`src/rtl/conv_window_5x5.sv`:
```
// 5x5 sliding-window generator over a raster pixel stream, built from four chained line buffers.
// Optional frame-done pulse is enabled with `define CONV_WIN_FRAME_DONE_EN.

module conv_win_linebuf #(
  parameter int D  = 16,
  parameter int W  = 32,
  parameter int AW = 5
) (
  input  logic          clk_i,
  input  logic          we_i,
  input  logic [AW-1:0] addr_i,
  input  logic [D-1:0]  wdata_i,
  output logic [D-1:0]  rdata_o
);
  // Read-before-write at the same column: the old pixel moves to the next
  // line buffer while the new one replaces it.
  logic [D-1:0] mem_q [W];

  always_ff @(posedge clk_i) begin
    if (we_i) mem_q[addr_i] <= wdata_i;
  end

  assign rdata_o = mem_q[addr_i];
endmodule

module conv_window_5x5 #(
  parameter int D = 16,
  parameter int W = 32,
  parameter int H = 32
) (
  input  logic            i_clk,
  input  logic            i_rst_n,
  input  logic            i_valid,
  input  logic            i_sof,
  input  logic [D-1:0]    i_data,
  output logic            o_valid,
  output logic [25*D-1:0] o_win
`ifdef CONV_WIN_FRAME_DONE_EN
  ,
  output logic            o_frame_done
`endif
);
  localparam int AW = $clog2(W);
  localparam int RW = $clog2(H);

  logic [AW-1:0] col_q, col_d, cur_col;
  logic [RW-1:0] row_q, row_d, cur_row;
  logic          last_col, last_row, win_ok;

  logic [D-1:0]  lb_rd [4];
  logic [D-1:0]  lb_wr [4];
  logic [4:0][D-1:0]      col_pix;
  logic [4:0][4:0][D-1:0] win_q, win_d, out_q;
  logic          vld_q;

  // A start-of-frame pixel is placed at (0,0) whatever the counters say.
  always_comb begin
    cur_col  = col_q;
    cur_row  = row_q;
    if (i_sof) begin
      cur_col = '0;
      cur_row = '0;
    end
    last_col = (cur_col == AW'(W - 1));
    last_row = (cur_row == RW'(H - 1));
    win_ok   = i_valid && (cur_row >= RW'(4)) && (cur_col >= AW'(4));

    col_d = col_q;
    row_d = row_q;
    if (i_valid) begin
      col_d = last_col ? '0 : cur_col + 1'b1;
      if (last_col) row_d = last_row ? '0 : cur_row + 1'b1;
      else          row_d = cur_row;
    end
  end

  genvar k;
  generate
    for (k = 0; k < 4; k++) begin : g_lb
      if (k == 0) begin : g_head
        assign lb_wr[k] = i_data;
      end else begin : g_chain
        assign lb_wr[k] = lb_rd[k-1];
      end
      conv_win_linebuf #(.D(D), .W(W), .AW(AW)) u_lb (
        .clk_i   (i_clk),
        .we_i    (i_valid),
        .addr_i  (cur_col),
        .wdata_i (lb_wr[k]),
        .rdata_o (lb_rd[k])
      );
    end
  endgenerate

  // Row 4 of the window is the current row; line buffer k holds row-(k+1).
  always_comb begin
    col_pix    = '0;
    col_pix[4] = i_data;
    for (int j = 0; j < 4; j++) col_pix[3-j] = lb_rd[j];

    win_d = '0;
    for (int r = 0; r < 5; r++) begin
      for (int c = 0; c < 4; c++) win_d[r][c] = win_q[r][c+1];
      win_d[r][4] = col_pix[r];
    end
  end

  always_ff @(posedge i_clk or negedge i_rst_n) begin
    if (!i_rst_n) begin
      col_q <= '0;
      row_q <= '0;
      win_q <= '0;
      out_q <= '0;
      vld_q <= 1'b0;
    end else begin
      col_q <= col_d;
      row_q <= row_d;
      vld_q <= win_ok;
      if (i_valid) win_q <= win_d;
      // Output only moves on complete windows so it holds between them.
      if (win_ok)  out_q <= win_d;
    end
  end

  assign o_valid = vld_q;
  assign o_win   = out_q;

`ifdef CONV_WIN_FRAME_DONE_EN
  logic fd_q;

  always_ff @(posedge i_clk or negedge i_rst_n) begin
    if (!i_rst_n) fd_q <= 1'b0;
    else          fd_q <= win_ok && last_row && last_col;
  end

  assign o_frame_done = fd_q;
`endif
endmodule

```
`config.mk`:
```
export PLATFORM = sky130hd
export DESIGN_NAME = conv_window_5x5
export DESIGN_NICKNAME = d
export VERILOG_FILES = /design/src/rtl/conv_window_5x5.sv
export SDC_FILE = /design/constraint.sdc
export NUM_CORES = 2
export LEC_CHECK = 0
export BUFFER_PORTS_ARGS = -buffer_cell sky130_fd_sc_hd__buf_2
export CAP_MARGIN = 5
export CORE_UTILIZATION = 40
export CTS_CLUSTER_DIAMETER = 200
export DETAILED_ROUTE_END_ITERATION = 10
export GPL_TIMING_DRIVEN = 1
export SLEW_MARGIN = 30
export SYNTH_ARGS = -nofsm -noshare
export SYNTH_HDL_FRONTEND = slang
export SYNTH_SLANG_ARGS = --single-unit
```
`constraint.sdc`:
```
create_clock -name i_clk -period 8.3 [get_ports i_clk]
set_clock_uncertainty 0.05 [all_clocks]
set_input_delay 1.66 -clock i_clk [delete_from_list [all_inputs] [get_ports i_clk]]
set_output_delay 1.66 -clock i_clk [all_outputs]
set_load 0.005 [all_outputs]
```
[Word-level counts from Yosys, hierarchy flattened]
Memories as Yosys holds them, arrays and structs flattened.
Index checks and enable logic that the tools add are counted.
Storage, ports and cells
  register bits after elaboration: 731
  bits in latches: 0
  memory bits (writable): 2048
  ROM bits: 0
  bits of input ports: 20
  output and inout bits: 401
  logic and storage cells: 67
  memories kept: 4
Memories
  g_lb[0].u_lb.mem_q: words 32, width 16, rd ports 1, clocked after memory_dff 0, wr ports 1, RTL line 17  | logic [D-1:0] mem_q [W];
  g_lb[1].u_lb.mem_q: words 32, width 16, rd ports 1, clocked after memory_dff 0, wr ports 1, RTL line 17
  g_lb[2].u_lb.mem_q: words 32, width 16, rd ports 1, clocked after memory_dff 0, wr ports 1, RTL line 17
  g_lb[3].u_lb.mem_q: words 32, width 16, rd ports 1, clocked after memory_dff 0, wr ports 1, RTL line 17
Cells by class
  $add $sub $neg: 2
  multipliers: 0
  div/mod/pow operators: 0
  order comparisons: 2
  eq/ne operators: 2
  shift operators: 0
  multiplexer cells: 7
  bitwise operators: 0
  reduce and logical (&&, ||, !) cells: 2
Operators by type and width (count)
  5-bit two-way mux: 5
  5-bit by 1-bit adder with 5-bit output (second input constant): 2
  5-bit == test (second input constant): 2
  5-bit by 3-bit >= comparator with 1-bit output (second input constant): 2
  1-bit logical AND: 2
  1-bit two-way mux: 2

[Depth between registers and ports, before layout]
  word-level depth: 4
  depth in mapped cells: 12
  depth with buffers taken out: 9

[By module]
From an unflattened synthesis, not the netlist that was laid out.
Second synthesis, totals
  cell total of the unflattened synthesis: 5870
  area total of the unflattened synthesis: 106165.6 µm²
By module, submodules not included
  conv_win_linebuf: times used 4, cells each 1070, area each 19728.9 µm², sequential area each 15374.7 µm²
  conv_window_5x5: times used 1, cells each 1590, area each 27249.9 µm², sequential area each 18292.5 µm²

[Least setup slack after synthesis]
Ideal clock, no wire load.
  kind: input port to flip-flop
  from: input i_valid
  to: memory g_lb[0].u_lb.mem_q[10][0] (enable)
  library setup time: 0.487 ns
  data arrival time: 5.515 ns
  data required time: 7.763 ns
  setup slack: 2.248 ns
  cell stages on the path: 5
  buffers on the path: 3
  cells stage by stage: clkbuf_1 -> clkbuf_1 -> clkbuf_1 -> nand3_1 -> nor2_1
Between the ends
  longest elaborated chain between the ends: 2
RTL lines
  start, declared: RTL line 33  | input logic i_valid,
  1-bit two-way mux: RTL line 20  | if (we_i) mem_q[addr_i] <= wdata_i;
  1-bit two-way mux (not written as such): RTL line 20
  end, declared: RTL line 17
Every way passes these cells.

==> report_table.html <==
<table>
<tr><th>Metric</th><th>Value</th></tr>
<tr><th colspan="2">Outcome</th></tr>
<tr><td>Status</td><td>complete, no violations</td></tr>
<tr><th colspan="2">Yosys</th></tr>
<tr><td>Cell taking the most area after synthesis</td><td>sky130_fd_sc_hd__edfxtp_1</td></tr>
<tr><td>Compound-cell area share of the yosys netlist</td><td>~6.4%</td></tr>
<tr><td>Post-synth top area share</td><td>59.1%</td></tr>
<tr><td>Synthesized-area fraction occupied by adder cells</td><td>less than 1%</td></tr>
<tr><td>Post-synthesis instance total</td><td>6701</td></tr>
<tr><td>Post-synthesis sequential area ratio</td><td>approximately three quarters</td></tr>
<tr><td>Mean instance size in the synthesized netlist</td><td>approximately 16 um2</td></tr>
<tr><td>Multiplexer share of the synthesized area</td><td>a little over 8%</td></tr>
<tr><td>Number of flip-flops and latches in the synthesized netlist</td><td>between 2000 and 3000</td></tr>
<tr><td>Post-synth EDFFs</td><td>about 2000</td></tr>
<tr><td>Main synth FF type</td><td>sky130_fd_sc_hd__edfxtp_1</td></tr>
<tr><td>Synth area leaders</td><td>sky130_fd_sc_hd__edfxtp_1 (59%), sky130_fd_sc_hd__dfrtp_1 (18%), sky130_fd_sc_hd__mux2i_1 (4.8%), sky130_fd_sc_hd__a221oi_1 (4.2%), sky130_fd_sc_hd__nand2_1 (3.8%)</td></tr>
<tr><td>Post-synthesis xor/xnor area fraction</td><td>0%</td></tr>
<tr><td>Synth top cells by count</td><td>sky130_fd_sc_hd__edfxtp_1 (2048), sky130_fd_sc_hd__nand2_1 (1065), sky130_fd_sc_hd__dfrtp_1 (731)</td></tr>
<tr><td>Fraction of registers with async set/reset</td><td>a little over a quarter</td></tr>
<tr><td>Synth Area in Simple Gates</td><td>6.87%</td></tr>
<tr><td>Most repeated cell in the gate-level netlist after synthesis</td><td>sky130_fd_sc_hd__edfxtp_1</td></tr>
<tr><td>Synthesized Nets</td><td>6726</td></tr>
<tr><td>Post-synthesis instance area</td><td>about 100000 um2</td></tr>
<tr><td>Dominant combinational cell family by area after synthesis</td><td>multiplexers</td></tr>
<tr><td>Number of distinct library cell variants in the gate-level netlist after synthesis</td><td>51</td></tr>
<tr><td>Total number of yosys warnings</td><td>0</td></tr>
<tr><th colspan="2">Power and ir drop</th></tr>
<tr><td>P_leak</td><td>45.7 nW</td></tr>
<tr><td>Switching Share</td><td>around a quarter</td></tr>
<tr><td>Part of the total power dissipated in sequential elements</td><td>a little over half</td></tr>
<tr><td>Clock share of power</td><td>between 30% and 40%</td></tr>
<tr><td>Internal power contribution</td><td>around 0.024 W</td></tr>
<tr><td>Power dissipated by switching net loads</td><td>0.00804 W</td></tr>
<tr><td>VDD IR-drop max</td><td>about 0.24 mV</td></tr>
<tr><td>Power per standard cell area</td><td>270 nW/um2</td></tr>
<tr><td>Combinational cell fraction of total power</td><td>10.9%</td></tr>
<tr><th colspan="2">STA</th></tr>
<tr><td>Worst Setup Slack, final</td><td>approximately 2.6 ns</td></tr>
<tr><td>Final slew viol count</td><td>0</td></tr>
<tr><td>Setup TNS</td><td>0 ns</td></tr>
<tr><td>Final setup vio count</td><td>0</td></tr>
<tr><td>Final worst path period share</td><td>roughly 70%</td></tr>
<tr><td>Max-slew headroom at the worst pin</td><td>between 20% and 30%</td></tr>
<tr><td>Final Hold Violating Endpoints</td><td>0</td></tr>
<tr><td>RSZ-0062 raised after global routing</td><td>no</td></tr>
<tr><td>Worst slew pin tran</td><td>1.11 ns</td></tr>
<tr><td>FMAX</td><td>between 150 and 200 MHz</td></tr>
<tr><td>Post-layout min period</td><td>~5.7 ns</td></tr>
<tr><th colspan="2">Drt</th></tr>
<tr><td>Routed Antenna Nets</td><td>0</td></tr>
<tr><td>Mean routed wirelength per cell</td><td>27.9 um</td></tr>
<tr><td>First-pass iteration count of the detailed router</td><td>5</td></tr>
<tr><td>Detailed-route via count</td><td>61600</td></tr>
<tr><td>Vias per cell</td><td>roughly 5.7</td></tr>
<tr><td>Number of DRC violations after detailed routing</td><td>0</td></tr>
<tr><td>Final Routed Wirelength</td><td>299000 um</td></tr>
<tr><td>DR iter-0 viols</td><td>between 7000 and 8000</td></tr>
<tr><th colspan="2">Clock tree</th></tr>
<tr><td>Post-CTS Hold Fix Bufs</td><td>0</td></tr>
<tr><td>CTS tree</td><td>yes</td></tr>
<tr><td>CTS resizes</td><td>0</td></tr>
<tr><td>Clk_lat worst skew</td><td>roughly 0.93 ns</td></tr>
<tr><td>Number of buffers added by the clock tree synthesis step</td><td>around 280</td></tr>
<tr><td>Max Buffers Root-to-Sink</td><td>4</td></tr>
<tr><td>H-tree level count</td><td>5</td></tr>
<tr><td>Total clock sinks</td><td>approximately 2800</td></tr>
<tr><td>Root buffer cell</td><td>sky130_fd_sc_hd__clkbuf_16</td></tr>
<tr><td>Clk slew on worst S/H paths</td><td>roughly 0.060 ns</td></tr>
<tr><td>Postcts setup bufs</td><td>0</td></tr>
<tr><th colspan="2">Die</th></tr>
<tr><td>I/O pin total</td><td>roughly 420</td></tr>
<tr><td>Starting Density</td><td>about two fifths</td></tr>
<tr><td>Core box area</td><td>~260000 um2</td></tr>
<tr><td>Row count</td><td>around 190</td></tr>
<tr><td>Die width</td><td>around 510 um</td></tr>
<tr><td>Area of the die</td><td>around 260000 um2</td></tr>
<tr><td>Floorplan die height</td><td>a little over 500 um</td></tr>
<tr><th colspan="2">Global route</th></tr>
<tr><td>Pin count of the biggest net entering global routing</td><td>204</td></tr>
<tr><td>First-pass GRT wire length</td><td>roughly 430000 um</td></tr>
<tr><td>All-Layer GR Usage</td><td>between 20% and 30%</td></tr>
<tr><td>Overflow left after global routing</td><td>0</td></tr>
<tr><td>Via count of the first global-routing pass</td><td>between 50000 and 60000</td></tr>
<tr><td>Number of antenna violations at the first check in global routing</td><td>20</td></tr>
<tr><th colspan="2">Placed design</th></tr>
<tr><td>Detailed placement HPWL</td><td>163000 um</td></tr>
<tr><td>Quantity of I/O buffers inserted on ports</td><td>420</td></tr>
<tr><td>Post-Place Cells</td><td>between 10000 and 15000</td></tr>
<tr><td>Worst slack after detailed placement</td><td>around 2.1 ns</td></tr>
<tr><td>Final Wtd Congestion</td><td>around 0.81</td></tr>
<tr><th colspan="2">Critical path</th></tr>
<tr><td>Critical path data arrival time</td><td>around 6.0 ns</td></tr>
<tr><td>Delay of the slowest cell on the worst path</td><td>1.00 ns</td></tr>
<tr><td>Library cell contributing the largest single delay on the critical path</td><td>sky130_fd_sc_hd__dfrtp_4</td></tr>
<tr><td>Setup crit start kind</td><td>flop</td></tr>
<tr><td>Worst Path Class, Setup</td><td>reg2reg</td></tr>
<tr><td>Critical path fanouts, max</td><td>about 120</td></tr>
<tr><td>Data required time of the critical path</td><td>8.67 ns</td></tr>
<tr><td>Endpoint kind of the worst setup timing path</td><td>flop</td></tr>
<tr><td>Ordered cell list for the critical path</td><td>buf_12 -&gt; buf_12 -&gt; mux2i_1 -&gt; nor2_1 -&gt; a221oi_1 -&gt; o22ai_1 -&gt; nor4_2 -&gt; inv_1</td></tr>
<tr><td>Crit-path leading delay family</td><td>buffers and inverters</td></tr>
<tr><td>Crit path top cell by count</td><td>sky130_fd_sc_hd__buf_12</td></tr>
<tr><td>Count of buffer and inverter cells on the critical path</td><td>3</td></tr>
<tr><th colspan="2">Cells and area</th></tr>
<tr><td>Filler-free cell count of the finished design</td><td>roughly 11000</td></tr>
<tr><td>Register area</td><td>79800 um2</td></tr>
<tr><td>Share of layout cells above drive strength 1</td><td>18.0%</td></tr>
<tr><td>Area of combinational cells with multiple inputs</td><td>22800 um2</td></tr>
<tr><td>Fraction of the core area covered by cells at the end of the flow</td><td>about 46%</td></tr>
<tr><td>Count of fill cells added during filler insertion</td><td>between 20000 and 25000</td></tr>
<tr><td>Final nets</td><td>~7200</td></tr>
<tr><td>Area overhead of the layout relative to synthesis</td><td>14.7%</td></tr>
<tr><th colspan="2">Run</th></tr>
<tr><td>Max-cap violations</td><td>0</td></tr>
<tr><th colspan="2">Worst hold path</th></tr>
<tr><td>Path type of the worst min-delay path</td><td>reg2reg</td></tr>
</table>
==> sequential cells by signal (all words and copies together) (netlist names) <==
signal / count
g_lb.u_lb.mem_q: 2048
o_win: 400
win_d: 320
col_q: 5
row_q: 5
o_valid: 1
==> final timing paths <==
check	from	to	slack, ns	cells past startpoint
min in group asynchronous	i_rst_n	o_win[166]$_DFFE_PN0P_	0.54	1
hold reg to reg	win_d[10]$_DFFE_PN0P_	o_win[10]$_DFFE_PN0P_	0.41	2
hold / removal	win_d[10]$_DFFE_PN0P_	o_win[10]$_DFFE_PN0P_	0.41	2
setup reg to reg	col_q[0]$_DFFE_PN0P_	g_lb[3].u_lb.mem_q[16][15]$_DFFE_PP_	2.63	8
setup / recovery	col_q[0]$_DFFE_PN0P_	g_lb[3].u_lb.mem_q[16][15]$_DFFE_PP_	2.63	8
max in group asynchronous	i_rst_n	col_q[0]$_DFFE_PN0P_	5.88	3
==> metal layers <==
| metal | global-route usage [%] | share of wire, % | wire length (um) |
|---|---|---|---|
| met1 | 31.5 | 42 | 126000 |
| met2 | 35.8 | 47 | 141000 |
| met4 | 5.66 | 2.4 | 7100 |
| met3 | 4.03 | 8.3 | 24900 |
| met5 | 0 | 0.0067 | 20 |
==> power groups by stage <==
stage	clock (W)	sequential [W]	combinational, W
after detailed placement	0	0.0171	0.00350
final	0.0119	0.0169	0.00352
after floorplan	0	0.0168	0.00215
after CTS	0.0121	0.0169	0.00351
after global routing	0.0126	0.0169	0.00377
after global placement	0	0.0171	0.00340
==> cell type report <==
| type | instances | area share, % |
|---|---|---|
| multi-input combinational | 3449 | 19.1 |
| clock inverter | 83 | 0.545 |
| timing repair buffer | 573 | 3.24 |
| sequential | 2779 | 66.8 |
| clock buffer | 395 | 6.54 |
| inverter | 54 | 0.176 |
| tap | 3384 | 3.55 |
| antenna | 3 | 0.00629 |
==> worst register-to-register path: stages (launching register included) <==
cell	delay, ns
sky130_fd_sc_hd__dfrtp_4	1.00
sky130_fd_sc_hd__buf_12	0.67
sky130_fd_sc_hd__buf_12	0.94
sky130_fd_sc_hd__mux2i_1	0.34
sky130_fd_sc_hd__nor2_1	0.05
sky130_fd_sc_hd__a221oi_1	0.35
sky130_fd_sc_hd__o22ai_1	0.15
sky130_fd_sc_hd__nor4_2	0.87
sky130_fd_sc_hd__inv_1	0.73
==> placed cells by master, fill, tap and decap left out, types with 4 or more instances in the layout <==
| cell | n |
|---|---|
| sky130_fd_sc_hd__nor2b_1 | 6 |
| sky130_fd_sc_hd__inv_1 | 48 |
| sky130_fd_sc_hd__nand2b_1 | 5 |
| sky130_fd_sc_hd__nand3_4 | 4 |
| sky130_fd_sc_hd__clkbuf_16 | 291 |
| sky130_fd_sc_hd__buf_2 | 418 |
| sky130_fd_sc_hd__buf_16 | 5 |
| sky130_fd_sc_hd__or4_1 | 14 |
| sky130_fd_sc_hd__clkinv_2 | 28 |
| sky130_fd_sc_hd__clkbuf_8 | 13 |
| sky130_fd_sc_hd__nand3_1 | 4 |
| sky130_fd_sc_hd__nor3b_1 | 4 |
| sky130_fd_sc_hd__o21ai_0 | 55 |
| sky130_fd_sc_hd__edfxtp_1 | 2048 |
| sky130_fd_sc_hd__clkinv_1 | 40 |
| sky130_fd_sc_hd__dfrtp_1 | 730 |
| sky130_fd_sc_hd__mux2i_1 | 503 |
| sky130_fd_sc_hd__bufinv_16 | 10 |
| sky130_fd_sc_hd__inv_6 | 4 |
| sky130_fd_sc_hd__ha_1 | 5 |
| sky130_fd_sc_hd__a221oi_1 | 499 |
| sky130_fd_sc_hd__a21oi_1 | 54 |
| sky130_fd_sc_hd__clkbuf_1 | 89 |
| sky130_fd_sc_hd__nor2_4 | 33 |
| sky130_fd_sc_hd__nor4_2 | 32 |
| sky130_fd_sc_hd__nor4_4 | 15 |
| sky130_fd_sc_hd__nand2_1 | 1062 |
| sky130_fd_sc_hd__buf_4 | 107 |
| sky130_fd_sc_hd__o22ai_1 | 252 |
| sky130_fd_sc_hd__nor2_1 | 560 |
| sky130_fd_sc_hd__buf_12 | 40 |
| sky130_fd_sc_hd__mux2_2 | 296 |
==> through the flow <==
stage	cell area [um2]	total power (W)	hold WS (ns)
floorplan	104000	0.0190	0.385
global route	119000	0.0333	0.430
detailed placement	111000	0.0206	0.399
CTS	119000	0.0325	0.411
finish	119000	0.0323	0.413
global placement	111000	0.0205	0.396
==> cell families after synthesis <==
family                     Yosys count
buffers and inverters              473
AOI/OAI and AO/OA                  887
and+or+nand+nor                   1755
adders and majority gates            5
muxes                              802
DFF                               2779
No activity file was read; power rests on OpenSTA's default activity.
